$ cat config.mk
export PLATFORM = sky130hd
export DESIGN_NAME = adder_subtractor
export DESIGN_NICKNAME = d
export VERILOG_FILES = /design/src/rtl/adder_subtractor.sv
export SDC_FILE = /design/constraint.sdc
export NUM_CORES = 1
export LEC_CHECK = 0
export CAP_MARGIN = 20
export CORE_AREA = 10 10 47 49
export CTS_CLUSTER_DIAMETER = 40
export DETAILED_ROUTE_END_ITERATION = 12
export DIE_AREA = 0 0 57 59
export PLACE_DENSITY_LB_ADDON = 0.08
export SLEW_MARGIN = 40
export SYNTH_ARGS = -nofsm -noshare
export SYNTH_HDL_FRONTEND = slang
export SYNTH_SLANG_ARGS = --single-unit
$ cat constraint.sdc
create_clock -name clk -period 7.11 [get_ports clk]
set_clock_uncertainty 0.05 [all_clocks]
set_input_delay 1.422 -clock clk [delete_from_list [all_inputs] [get_ports clk]]
set_output_delay 1.422 -clock clk [all_outputs]
set_load 0.1 [all_outputs]
$ cat src/rtl/adder_subtractor.sv
// -----------------------------------------------------------------------------
// adder_subtractor
//   Two's-complement ripple-carry adder/subtractor with a zero-latency
//   combinational result and a one-cycle registered copy carrying status flags.
//
// Ports
//   clk       : system clock, registers update on the rising edge
//   rst_n     : asynchronous active-low reset (registered outputs only)
//   A, B      : WIDTH-bit operands (unsigned or two's complement)
//   M         : mode, 0 = A+B, 1 = A-B
//   in_valid  : qualifies A/B/M for capture into the output register
//   result    : combinational {carry_out, sum}
//   result_q  : registered result
//   out_valid : result_q/flags_q hold a capture made on the previous edge
//   flags_q   : registered {overflow, negative, zero, carry}
// -----------------------------------------------------------------------------
module adder_subtractor #(
  parameter int WIDTH = 4
) (
  input  logic             clk,
  input  logic             rst_n,
  input  logic [WIDTH-1:0] A,
  input  logic [WIDTH-1:0] B,
  input  logic             M,
  input  logic             in_valid,
  output logic [WIDTH:0]   result,
  output logic [WIDTH:0]   result_q,
  output logic             out_valid,
  output logic [3:0]       flags_q
);

  // Pack the status flags in {overflow, negative, zero, carry} order.
  function automatic logic [3:0] pack_flags(
    input logic [WIDTH-1:0] s,
    input logic             c_msb_in,
    input logic             c_out
  );
    logic ovf;
    logic neg;
    logic zro;
    // Signed overflow: carry into the MSB disagrees with carry out of it.
    ovf = c_msb_in ^ c_out;
    neg = s[WIDTH-1];
    zro = (s == '0);
    return {ovf, neg, zro, c_out};
  endfunction

  logic [WIDTH-1:0] b_x;
  logic [WIDTH:0]   carry;
  logic [WIDTH-1:0] sum;
  logic [3:0]       flags;

  // Ripple chain: subtract is A + ~B + 1, with the +1 entering as carry-in.
  always_comb begin
    b_x      = B ^ {WIDTH{M}};
    carry    = '0;
    sum      = '0;
    carry[0] = M;
    for (int i = 0; i < WIDTH; i++) begin
      sum[i]     = A[i] ^ b_x[i] ^ carry[i];
      carry[i+1] = (A[i] & b_x[i]) | (carry[i] & (A[i] ^ b_x[i]));
    end
    result = {carry[WIDTH], sum};
    flags  = pack_flags(sum, carry[WIDTH-1], carry[WIDTH]);
  end

  // ---- register stage: capture on in_valid, otherwise hold data ----
  logic [WIDTH:0] result_d;
  logic [3:0]     flags_d;
  logic           out_valid_d;
  logic           out_valid_q;

  always_comb begin
    result_d    = result_q;
    flags_d     = flags_q;
    out_valid_d = in_valid;
    if (in_valid) begin
      result_d = result;
      flags_d  = flags;
    end
  end

  always_ff @(posedge clk or negedge rst_n) begin
    if (!rst_n) begin
      result_q    <= '0;
      flags_q     <= '0;
      out_valid_q <= 1'b0;
    end else begin
      result_q    <= result_d;
      flags_q     <= flags_d;
      out_valid_q <= out_valid_d;
    end
  end

  assign out_valid = out_valid_q;

endmodule

* After elaboration in Yosys (flattened, before gate mapping)
Index checks and enable logic that the tools add are counted.
Storage, ports and cells: register bits after elaboration 10, bits of input ports 12, output and inout port bits 15
Cells by class: bitwise logic cells 22, reductions and logical operators 1
Operators by type and width (count):
- XOR 1 bit | 9
- AND 1 bit | 8
- logical NOT 4 bit | 1
- bitwise OR 1 bit | 4
- XOR 4 bit | 1

* Logic depth before layout (Yosys ltp)
word-level depth 11, mapped depth 7, gate-level depth less buffers 7

* Worst setup path after synthesis
No wires, ideal clock.
path kind input to output, start point input port B[1], end point output port result[3], arrival time 3.088 ns, path slack 2.550 ns, cell stages on the path 6, cell sequence xnor2_1 fa_1 fa_1 inv_1 fa_1 buf_4
Between the ends: longest elaborated chain between the ends 7
RTL lines:
- from (decl) | RTL line 23 | input logic [WIDTH-1:0] B,
- XOR 4 bit (*) | RTL line 55 | b_x = B ^ {WIDTH{M}};
- XOR 1 bit | RTL line 61 | carry[i+1] = (A[i] & b_x[i]) | (carry[i] & (A[i] ^ b_x[i]));
- AND 1 bit | RTL line 61
- bitwise OR 1 bit (*) | RTL line 61
- AND 1 bit (*) | RTL line 61
- bitwise OR 1 bit (*) | RTL line 61
- XOR 1 bit (*) | RTL line 60 | sum[i] = A[i] ^ b_x[i] ^ carry[i];
- to (decl) | RTL line 26 | output logic [WIDTH:0] result,
Every way passes the cells marked *; elsewhere a longest branch is shown, timed or not.

* Final worst setup path
start point input port M, end point output port result[3]
Between the ends: longest elaborated chain between the ends 9
RTL lines:
- from (decl) | RTL line 24 | input logic M,
- XOR 4 bit | RTL line 55
- XOR 1 bit | RTL line 61
- AND 1 bit | RTL line 61
- bitwise OR 1 bit | RTL line 61
- AND 1 bit | RTL line 61
- bitwise OR 1 bit | RTL line 61
- AND 1 bit | RTL line 61
- bitwise OR 1 bit | RTL line 61
- XOR 1 bit (*) | RTL line 60
Marks and branches as above.

==> impl_metrics.yaml <==
logic_synthesis:
  synth_top_family_by_area: "multiplexers"
  yosysTopAreaCell: "dfrtp_1"
  synth_area_um2: 465
  synth_most_common_cell: "dfrtp_1"
  synth-main-ff-cell: "dfrtp_1"
  yosys-top-cells-count: "dfrtp_1 (8), inv_1 (6), buf_4 (4), mux2_1 (4)"
  synth_area_leaders: "dfrtp_1 (43%), fa_1 (13%), mux2_1 (9.7%)"
  netlist_instances: 36
  async_flop_share_pct: 100
  synth_edf_count: 0
  synthMuxAreaShare_pct: 17.5
  yosysWarningCount: 0
  synth_cell_types: 14
  netlist.area_leader.share_pct: 43.0
  avgSynthCellArea_um2: 12.9
  syn-num-nets: 51
  yosysSeqAreaShare_pct: 43.0
  synth-simple-area-share_pct: 1.88
  synthAdderAreaFrac_pct: 12.9
  ys_seq_elements: 8
  synth_compound_area_share_pct: 1.34
  synth-xor-area-share_pct: 11.0
sta:
  rsz0062_at_grt: "false"
  finalSetupViolCount: 0
  fmax_ghz: 0.189
  maxSlewHeadroom_pct: 67.2
  period_minus_slack_ns: 5.29
  finalHoldViolCount: 0
  post-route-period-util_pct: 74.3
  tightest_slew_ns: 0.496
  setup_slack_ns: 1.82
  setup_tns_ns: 0
  finalMaxSlewViolations: 0
flow_run:
  drv_cap: 0
worst_setup_path:
  regToRegEndpoint: "result_q[3]"
  worst_setup_path_start_kind: "input port"
  critical_path_class: "input port to primary output"
  cp.depth: 7
  rr_worst_depth: 1
  worstReg2RegStart: "result_q[3]"
  cp_cell_sequence: "clkdlybuf4s50_1 -> xnor2_1 -> fa_1 -> fa_1 -> inv_1 -> fa_1 -> buf_2"
  critPathMaxFanout: 4
  required_ns: 5.64
  slowest_stage: "clkdlybuf4s50_1"
  cp-end-kind: "primary output"
  r2r_setup_slack_ns: 6.27
  crit_family: "adder cells"
  cp_common_cell: "fa_1"
  critPathBufInv: 3
  worstPathArrival_ns: 3.81
  cpPeakStageDelay_ns: 0.56
die:
  rows: 14
  coreArea_um2: 1400
  start_util_pct: 33.2
  io_pins: 27
  die_x_um: 57
  die_h_um: 59
  die_area_um2: 3360
cts:
  cts-buffers-inserted: 3
  cts_buffer_depth: 2
  post_cts_buffers: 0
  ctsResizeCount: 0
  root_buffer: "clkbuf_4"
  cts_sinks: 8
  path_clk_slew_ns: 0.05
  cts_tree: "done"
  h-tree-depth: 1
  clkLatencyLatePin_ns: 0.24
  postCtsHoldBufs: 0
place:
  dp_slack_ns: 1.82
  place_area_um2: 638
  place.gp.congestion: 0.667
  place_hpwl_um: 980
  dpl.cell_count: 73
  io_buffers: 26
global_route:
  grt_usage_pct: 7.15
  grt_overflow: 0
  antenna_found_initial: 0
  grt_pass1_vias: 442
  grt_pass1_wl_um: 1900
  grt_start_max_net_pins: 10
routing:
  drt_iter0_markers: 0
  finalWirelength_um: 1050
  vias: 335
  postRouteAntennaNets: 0
  routed_via_density: 4.41
  route.detailed.drc: 0
  first_pass_iters: 1
  route.detailed.wl_per_inst_um: 13.8
power:
  leakage_uw: 0.000316
  powerDensity_nw_per_um2: 441
  max-vdd-ir-drop_mv: 0.182
  power_uw: 291
layout:
  nFillCells: 134
  area_growth_pct: 41.9
  drive_gt1_share_pct: 35.0
  nNetsFinal: 77
  stdcell_count: 76
  final_area_um2: 661
  insertedDiodeCount: 0
outcome:
  status: "completed"
worst_hold_path:
  hold_path_end: "result_q[1]"
  hp-start: "result_q[1]"
  hold_path_class: "flop to flop"
  worstHoldPathCells: 1
==> area by class of cell <==
cell class	instances	area, um2	share of cell area [%]
Timing Repair Buffer	26	188	28.4
Clock buffer	3	22.5	3.41
Inverter	6	22.5	3.41
Sequential cell	8	200	30.3
Multi-Input combinational cell	17	208	31.4
Tap cell	16	20.0	3.03
==> cell usage in the layout, fill, tap and decap left out <==
master	instances
mux2_2	1
buf_4	1
buf_2	14
mux2_1	4
clkbuf_4	3
o22ai_1	1
fa_1	3
clkdlybuf4s50_1	11
xor2_1	1
inv_1	6
nand4b_1	1
mux2_4	1
mux2i_1	1
dfrtp_1	8
xnor2_1	3
xor2_2	1
==> logic make-up (layout without fill, tap and decap cells) <==
kind of cell,Yosys count,after routing
fa+ha+maj,3,3
buf+inv,11,35
mux,7,7
compound gates,1,1
xor+xnor,5,5
flops,8,8
simple gates,1,1
==> stage by stage <==
step | utilization, % | hold slack [ns]
finish | 47.1 | 0.439
global route | 47.1 | 0.449
CTS | 47.1 | 0.449
detailed placement | 45.5 | 0.438
global placement | 50.5 | 0.416
floorplan | - | 0.928
==> worst max-delay path by stage <==
stage / startpoint / end / slack (ns)
floorplan: B[1] / result[3] / 2.55
global placement: M / result[3] / 1.20
detailed placement: M / result[3] / 1.82
CTS: M / result[3] / 1.81
global route: M / result[3] / 1.74
finish: M / result[3] / 1.82
==> registers in the layout, indices dropped and copies added (netlist names) <==
register and cells:
flags_q 3, out_valid 1, result_q 4
==> metal layers <==
layer	part of all wire [%]	global-route usage, %
met2	50	12.2
met4	0	3.02
met1	39	6.69
met5	0	0
met3	11	4.51
==> power by group <==
part	internal [uW]	switching, uW	total [uW]
registers	55.6	4.80	60.4
clock network	19.2	13.9	33.2
logic	32.5	165	198
total	107	184	291
No activity file was read; power rests on OpenSTA's default activity.
